--- config.mk ---
export PLATFORM = sky130hd
export DESIGN_NAME = adder_rr_ctrl_flat
export DESIGN_NICKNAME = d
export VERILOG_FILES = /design/src/rtl/adder_rr_ctrl_if.sv /design/src/rtl/adder_rr_ctrl.sv /design/src/flat_wrapper.sv
export SDC_FILE = /design/constraint.sdc
export NUM_CORES = 1
export LEC_CHECK = 0
export ABC_AREA = 1
export BUFFER_PORTS_ARGS = -buffer_cell sky130_fd_sc_hd__buf_2
export CORE_MARGIN = 1.5
export CORE_UTILIZATION = 33
export DETAILED_ROUTE_END_ITERATION = 12
export HOLD_SLACK_MARGIN = 0.03
export PLACE_DENSITY = 0.54
export SLEW_MARGIN = 10
export SYNTH_ARGS = -nofsm -noshare
export SYNTH_HDL_FRONTEND = slang
export SYNTH_SLANG_ARGS = --single-unit
--- constraint.sdc ---
create_clock -name clk -period 1.8 [get_ports clk]
set_clock_uncertainty 0.1 [all_clocks]
set_input_delay 0.18 -clock clk [delete_from_list [all_inputs] [get_ports clk]]
set_output_delay 0.18 -clock clk [all_outputs]
set_load 0.02 [all_outputs]
--- src/rtl/adder_rr_ctrl_if.sv ---
// Bus between the round-robin controller and the shared adder datapath.
// The controller owns the operands and enable; the adder returns sum and carry-out.
interface adder_rr_ctrl_if #(
  parameter int W = 8
);
  logic [W-1:0] add_a;
  logic [W-1:0] add_b;
  logic         add_en;
  logic [W-1:0] add_t;
  logic         add_flag;

  modport master (
    output add_a,
    output add_b,
    output add_en,
    input  add_t,
    input  add_flag
  );

  modport slave (
    input  add_a,
    input  add_b,
    input  add_en,
    output add_t,
    output add_flag
  );
endinterface

--- src/rtl/adder_rr_ctrl.sv ---
// Two-requester round-robin scheduler for one shared adder: grant, issue for one
// cycle, capture sum/carry into per-requester registers, then pulse done.
module adder_rr_ctrl #(
  parameter int W     = 8,
  parameter int CNT_W = 16
) (
  input  logic             clk,
  input  logic             rst_n,
  input  logic             req0,
  input  logic [W-1:0]     a0,
  input  logic [W-1:0]     b0,
  input  logic             req1,
  input  logic [W-1:0]     a1,
  input  logic [W-1:0]     b1,
  output logic             done0,
  output logic [W-1:0]     res0,
  output logic             flag0,
  output logic             done1,
  output logic [W-1:0]     res1,
  output logic             flag1,
  adder_rr_ctrl_if.master  add,
  output logic             busy,
  output logic [CNT_W-1:0] op_cnt
);

  typedef enum logic [1:0] {
    IDLE  = 2'd0,
    ISSUE = 2'd1,
    DONE  = 2'd2
  } state_t;

  state_t       state;
  state_t       state_nxt;
  logic         grant;
  logic         grant_id;
  logic         gid;
  logic         last;
  logic [W-1:0] op_a;
  logic [W-1:0] op_b;

  always_ff @(posedge clk) begin
    if (!rst_n) begin
      state <= IDLE;
    end else begin
      state <= state_nxt;
    end
  end

  // On contention the requester that did not win last time is granted.
  always_comb begin
    state_nxt = state;
    grant     = 1'b0;
    grant_id  = 1'b0;
    busy      = 1'b0;
    add.add_en = 1'b0;
    done0     = 1'b0;
    done1     = 1'b0;
    case (state)
      IDLE: begin
        if (req0 || req1) begin
          grant     = 1'b1;
          grant_id  = (req0 && req1) ? ~last : req1;
          state_nxt = ISSUE;
        end
      end
      ISSUE: begin
        busy       = 1'b1;
        add.add_en = 1'b1;
        state_nxt  = DONE;
      end
      DONE: begin
        busy      = 1'b1;
        done0     = ~gid;
        done1     = gid;
        state_nxt = IDLE;
      end
      default: begin
        state_nxt = IDLE;
      end
    endcase
  end

  // Operands are frozen at the grant edge so the adder sees stable inputs in ISSUE.
  always_ff @(posedge clk) begin
    if (!rst_n) begin
      gid  <= 1'b0;
      last <= 1'b1;
      op_a <= '0;
      op_b <= '0;
    end else if (grant) begin
      gid  <= grant_id;
      last <= grant_id;
      op_a <= grant_id ? a1 : a0;
      op_b <= grant_id ? b1 : b0;
    end
  end

  assign add.add_a = op_a;
  assign add.add_b = op_b;

  always_ff @(posedge clk) begin
    if (!rst_n) begin
      res0   <= '0;
      flag0  <= 1'b0;
      res1   <= '0;
      flag1  <= 1'b0;
      op_cnt <= '0;
    end else if (state == ISSUE) begin
      if (gid) begin
        res1  <= add.add_t;
        flag1 <= add.add_flag;
      end else begin
        res0  <= add.add_t;
        flag0 <= add.add_flag;
      end
      op_cnt <= op_cnt + CNT_W'(1);
    end
  end

endmodule
--- src/flat_wrapper.sv ---
// flat-port wrapper written by rule: the top's interface ports become plain ports
module adder_rr_ctrl_flat 
#(
  parameter int W     = 8,
  parameter int CNT_W = 16
)
  (clk, rst_n, req0, a0, b0, req1, a1, b1, done0, res0, flag0, done1, res1, flag1, busy, op_cnt, add_add_a, add_add_b, add_add_en, add_add_t, add_add_flag);
  adder_rr_ctrl_if #(.W(W)) add_i ();
  input  logic clk;
  input  logic rst_n;
  input  logic req0;
  input  logic [W-1:0] a0;
  input  logic [W-1:0] b0;
  input  logic req1;
  input  logic [W-1:0] a1;
  input  logic [W-1:0] b1;
  output logic done0;
  output logic [W-1:0] res0;
  output logic flag0;
  output logic done1;
  output logic [W-1:0] res1;
  output logic flag1;
  output logic busy;
  output logic [CNT_W-1:0] op_cnt;
  output wire logic [$bits(add_i.add_a)-1:0] add_add_a;
  output wire logic [$bits(add_i.add_b)-1:0] add_add_b;
  output wire logic [$bits(add_i.add_en)-1:0] add_add_en;
  input wire logic [$bits(add_i.add_t)-1:0] add_add_t;
  input wire logic [$bits(add_i.add_flag)-1:0] add_add_flag;
  assign add_add_a = add_i.add_a;
  assign add_add_b = add_i.add_b;
  assign add_add_en = add_i.add_en;
  assign add_i.add_t = add_add_t;
  assign add_i.add_flag = add_add_flag;
  adder_rr_ctrl #(.W(W), .CNT_W(CNT_W)) u_core (.clk(clk), .rst_n(rst_n), .req0(req0), .a0(a0), .b0(b0), .req1(req1), .a1(a1), .b1(b1), .done0(done0), .res0(res0), .flag0(flag0), .done1(done1), .res1(res1), .flag1(flag1), .add(add_i), .busy(busy), .op_cnt(op_cnt));
endmodule
# [Yosys cells after proc, flatten, opt, wreduce, memory -nomap -nowiden]
# Cells that the tools add are included.
[word_totals] input_bits=45 wordCells=35 regBits=54
[classes] reduce_logical=6 mux=13 n_eq_ne=3 add_sub_neg=1 bitwise=2
[op_table] op="adder 16 x 1 -> 16 bit, second input constant" count=1
[op_table] op="2-to-1 mux 8 bit" count=2
[op_table] op="2-to-1 mux 1 bit" count=9
[op_table] op="case mux 2 bit (2 select lines)" count=1
[op_table] op="AND reduction 2 bit" count=2
[op_table] op="equality test 2 x 1 -> 1 bit, second input constant" count=1
[op_table] op="equality test 2 bit, second input constant" count=1
[op_table] op="zero test 2 bit" count=1
[op_table] op="2-to-1 mux 2 bit" count=1
[op_table] op="!= test 2 x 1 -> 1 bit, second input constant" count=1
[op_table] op="inverter 1 bit" count=2
[op_table] op="OR reduction 2 bit" count=1
[op_table] op="logical AND 1 bit" count=1
[op_table] op="logical OR 1 bit" count=1

# [Longest topological paths before layout]
[logic_depth] depth_word=5 depth_mapped=10

# [Worst setup path after synthesis]
# No wires, ideal clock.
[synth_path] path_type="register to register" start="reg u_core.state[1]" end="reg u_core.op_cnt[13]" setup_time_ns=0.115 path_stages_with_launch=11 arrival_ns=1.394 path_slack_ns=0.191 path_cell_list="dfxtp_1 -> inv_1 -> ha_1 -> buf_4 -> nand2_1 -> nor2_1 -> nand2_1 -> nor2_2 -> nand3_1 -> nand2_1 -> nor2_1"
[synth_between] elab_chain_cells=1
[synth_lines] element="from (decl)" line_no="adder_rr_ctrl.sv:32" rtl="state_t state;"
[synth_lines] element="from (signal assigned)" line_no="adder_rr_ctrl.sv:45" rtl="state <= state_nxt;"
[synth_lines] element="equality test 2 x 1 -> 1 bit" line_no="adder_rr_ctrl.sv:108" rtl="end else if (state == ISSUE) begin"
[synth_lines] element="to (signal assigned)" line_no="adder_rr_ctrl.sv:116" rtl="op_cnt <= op_cnt + CNT_W'(1);"
[synth_lines] element="to (decl)" line_no="adder_rr_ctrl.sv:23" rtl="output logic [CNT_W-1:0] op_cnt"
# Every way passes these cells.
# A chain may end at the register's enable or synchronous reset.

# [Final worst setup path]
[layout_path] start="reg u_core.state[1]" end="reg u_core.op_b[3], in the netlist u_core.add.add_b[3]"
[layout_between] elab_chain_cells=3 word_cells_on_any_way=4
[layout_lines] element="zero test 2 bit *" line_no="adder_rr_ctrl.sv:58" rtl="case (state)"
[layout_lines] element="2-to-1 mux 1 bit" line_no="adder_rr_ctrl.sv:58"
[layout_lines] element="2-to-1 mux 8 bit" line_no="adder_rr_ctrl.sv:94" rtl="op_b <= grant_id ? b1 : b0;"
[layout_lines] element="to (signal assigned)" line_no="adder_rr_ctrl.sv:94"
[layout_lines] element="to (decl)" line_no="adder_rr_ctrl.sv:39" rtl="logic [W-1:0] op_b;"
# Every way passes the cells marked *; elsewhere a longest branch is shown, timed or not.

==> impl_summary.md <==
Timing
The setup TNS is 0 ns. The worst hold slack is 0.0389 ns. Derived from the worst setup path, the maximum achievable clock frequency is 0.618 GHz. In this run the tightest slew margin relative to its limit is 76.7%. The ratio of final minimum period to clock period is 89.9%. In the post-route analysis, the smallest setup slack over all paths is 0.182 ns. For the pin with the worst max-slew slack, the measured transition is 0.349 ns. The count of endpoints failing hold in the final timing report is 0. Setup repair after global routing left no endpoint under its margin. The number of pins with negative max-slew slack in the final report is 0.

For the finished layout, the period the worst path requires is 1.62 ns. Setup violations remaining at the end of the flow were counted as 0.

Critical path
The slowest cell on the critical path is sky130_fd_sc_hd__dfxtp_1. The arrival time reported for the critical path endpoint is 1.74 ns. The path type of the worst setup path is register to register. The startpoint type of the worst setup path is a register. The capturing element type of the critical path is a register. The category of cells accounting for the largest share of critical-path delay is buffers and inverters. The buffering stage count on the worst path with inverters included is 3. The largest incremental delay on the critical path is 0.34 ns.

The critical-path maximum fanout is 12. In this design, the critical path's most frequently occurring cell is sky130_fd_sc_hd__inv_1. Traced cell by cell, the critical path runs through inv_1 -> ha_1 -> nand3_4 -> buf_4 -> a21oi_2 -> a21o_1 -> inv_1. At the worst endpoint, the required time is 1.92 ns.

Logic synthesis
After synthesis, the share of cell area in mux cells is 0%. The post-synthesis cell count is 339. The synthesized design devotes to its leading area cell type 43.1% of total area. Averaged over all synthesized cells, the footprint is 7.40 sq um. Counting every net in the synthesized netlist gives 388. The number of synthesized flops with an enable pin is 0. Summing the areas of all and, or, nand and nor instances in the mapped netlist gives 25.5% of the synthesized area. The share of synthesized cell area in full adder, half adder and majority cells is 1.99%. In this run, distinct cell masters in the synthesized netlist total 32. By area, the combinational part of the netlist is dominated by simple AND/OR/NAND/NOR gates.

The sequential-to-total area share from yosys stat is 43.1%. Of all flip-flops after synthesis, the portion carrying an async set or reset was 0%. The compound-cell area share of the yosys netlist is 19.3%.

The Yosys step of the flow raised 0 warnings. The leading register cell type out of synthesis is sky130_fd_sc_hd__dfxtp_1. The parity-gate share of the synthesized area counting xor and xnor cells is 0.349%. The largest total area in the synthesized netlist belongs to sky130_fd_sc_hd__dfxtp_1. The synthesized netlist occupies a cell area of 2510 sq um. Synthesis inferred 54 register bits. By area the synthesized netlist is led by sky130_fd_sc_hd__dfxtp_1 (43%), sky130_fd_sc_hd__nor2_1 (9.7%), sky130_fd_sc_hd__nand2_1 (7.9%).

Placement
The total of buffers placed on input and output ports is 98. Prior to clock tree synthesis, the placed netlist has a worst setup slack of 0.00387 ns. Routability-driven placement finished with a final weighted congestion of 0.768. The HPWL reported at the end of detailed placement is 4800 microns. After detailed placement, the total cell area comes to 3130 sq um.

Drt
The routed wire length per instance is 11.8 microns. The iteration-0 DRC count of the detailed router is 81. The routed design has 6440 microns of wire. After detailed routing, the number of remaining DRC violations is 0. After detailed routing, the number of vias per cell comes to 4.60. The via count of the routed design is 2523. The first TritonRoute pass finished after 4 iterations.

The final antenna-violating net count is 0.

Layout
The fill cell total of the finished layout is 797. 0 antenna diodes ended up in the layout. Summing all non-filler instances in the final layout gives an area of 3320 sq um. The post-route netlist has 29.8% of its cells at a drive strength greater than 1. The layout overhead on the synthesized area is 32.4%. For this run, the post-layout net count is 497.

Clock network
The cell sitting at the root of the clock tree is a sky130_fd_sc_hd__clkbuf_8. For this design, the sink count on the clock tree is 54. The H-tree level count is 2. The number of clock buffers added by TritonCTS is 5. The clock transition at the registers of the reported paths is 0.10 ns. The clock passes through at most 2 buffers.

The CTS tree is yes. Clock latency on the worst-skew pair, taken at its later pin, is 0.31 ns.

Power and ir drop
The standby leakage power is 1.65 nW. The power per unit of standard cell area is 873 nW/um^2. The peak supply drop is 0.000464 V. The design draws 0.00290 W.

Outcome
The flow ran to the end, and the final reports show no timing, DRC or antenna violations.

Hold path
The min-delay analysis places its worst path in the category primary input to register.

Floorplanning
The die is 90.2 microns wide. The number of primary I/O pins is 99. The initial core utilization is 34.4%. The floorplan step defined a die boundary enclosing 8140 sq um.

The core region is 7290 sq um. The die is 90.2 microns tall. The initialized floorplan defines 31 standard-cell rows.

Global routing
In the global route stage, overall resource usage came out at 16.2%. The pin count of the biggest net entering global routing is 38. After global routing the overflow that remains totals 0. The initial antenna violation count was 0. The via count of the first global-routing pass is 2379. The first global-routing pass estimated 10800 microns of wire.

Run
The tool flagged a number of max-cap violations equal to 0.
final timing paths:
kind                                       endpoint  depth (start not counted)  slack, ns            start
worst max-delay path            u_core.add.add_b[3]                          7       0.18  u_core.state[1]
worst min-delay path                 u_core.res0[3]                          3       0.04     add_add_t[3]
worst max register to register  u_core.add.add_b[3]                          7       0.18  u_core.state[1]
worst min register to register          u_core.last                          2       0.38      u_core.last
cell usage after synthesis (all sizes together), types with 4 or more instances:
cell / number
nand4: 4
a21o: 16
buf: 8
nand2: 53
ha: 4
nor2: 70
nand3: 12
dfxtp: 54
a21oi: 25
nor3: 5
o21ai: 39
inv: 40
flip-flops by register name, indices dropped and copies added, names as in the netlist:
register          count
u_core.res0           8
u_core.state          2
u_core.add.add_b      8
u_core.last           1
u_core.op_cnt        16
u_core.res1           8
u_core.gid            1
u_core.add.add_a      8
u_core.flag1          1
u_core.flag0          1
logic make-up (layout without fill, tap and decap cells):
kind of cell	after synthesis	after routing
compound gates	82	82
xor+xnor	1	1
fa+ha+maj	4	4
buf+inv	52	162
flops	54	54
simple gates	146	146
worst register-to-register path: cells and delay by family (launching register included):
family,cells,cell delay [ns]
adder cells (fa/ha/maj),1,0.27
flip-flops,1,0.34
buffers and inverters,3,0.38
AO/OA/AOI/OAI,2,0.24
AND/OR/NAND/NOR,1,0.20
power by group:
group	switching, W	internal, W	total (W)
combinational	0.000431	0.000270	0.000701
clock	0.000424	0.000424	0.000848
sequential	0.0000555	0.00130	0.00135
final cells by class:
| cell class | instances | area, sq um | area share [%] |
|---|---|---|---|
| inverter | 42 | 166 | 5.01 |
| timing repair buffer | 112 | 636 | 19.1 |
| clock buffer | 5 | 68.8 | 2.07 |
| multi-input combinational | 233 | 1200 | 36.0 |
| clock inverter | 3 | 48.8 | 1.47 |
| sequential | 54 | 1080 | 32.5 |
| tap | 99 | 124 | 3.73 |
per-stage QoR:
step | utilization, % | cells
after floorplan | - | 339
after global placement | 42.9 | 534
after detailed placement | 42.9 | 534
after CTS | 45.4 | 548
after global routing | 45.6 | 548
final | 45.6 | 548
layer usage:
| metal | global-route usage, % | wire, microns |
|---|---|---|
| met1 | 20.4 | 2940 |
| met2 | 27.0 | 2970 |
| met3 | 4.23 | 446 |
| met4 | 4.89 | 89 |
| met5 | 0 | 0 |
cell usage in the layout (no fill, tap or decap), types with 2 or more instances in the layout:
cell type | Yosys | layout
sky130_fd_sc_hd__buf_12 | 1 | 2
sky130_fd_sc_hd__nor2_4 | 2 | 2
sky130_fd_sc_hd__o21ai_0 | 37 | 37
sky130_fd_sc_hd__nand4_1 | 4 | 4
sky130_fd_sc_hd__ha_1 | 4 | 3
sky130_fd_sc_hd__a21oi_2 | 8 | 8
sky130_fd_sc_hd__nor2_1 | 65 | 65
sky130_fd_sc_hd__dlygate4sd3_1 | 0 | 6
sky130_fd_sc_hd__nand3_1 | 11 | 11
sky130_fd_sc_hd__nor2_2 | 2 | 2
sky130_fd_sc_hd__nor3_1 | 5 | 5
sky130_fd_sc_hd__dfxtp_1 | 54 | 54
sky130_fd_sc_hd__buf_2 | 2 | 98
sky130_fd_sc_hd__clkbuf_8 | 0 | 5
sky130_fd_sc_hd__nand2_1 | 53 | 53
sky130_fd_sc_hd__o21ai_1 | 2 | 2
sky130_fd_sc_hd__a21oi_1 | 17 | 17
sky130_fd_sc_hd__buf_4 | 2 | 6
sky130_fd_sc_hd__a21o_1 | 16 | 16
sky130_fd_sc_hd__inv_1 | 37 | 37
timing repair:
action	in CTS	in global routing
hold buffers	6	0
hold endpoints to repair	7	0
setup buffers	0	0
setup endpoints to repair	4	26
resized for setup	1	2
Power figures use the tool's default switching activity.
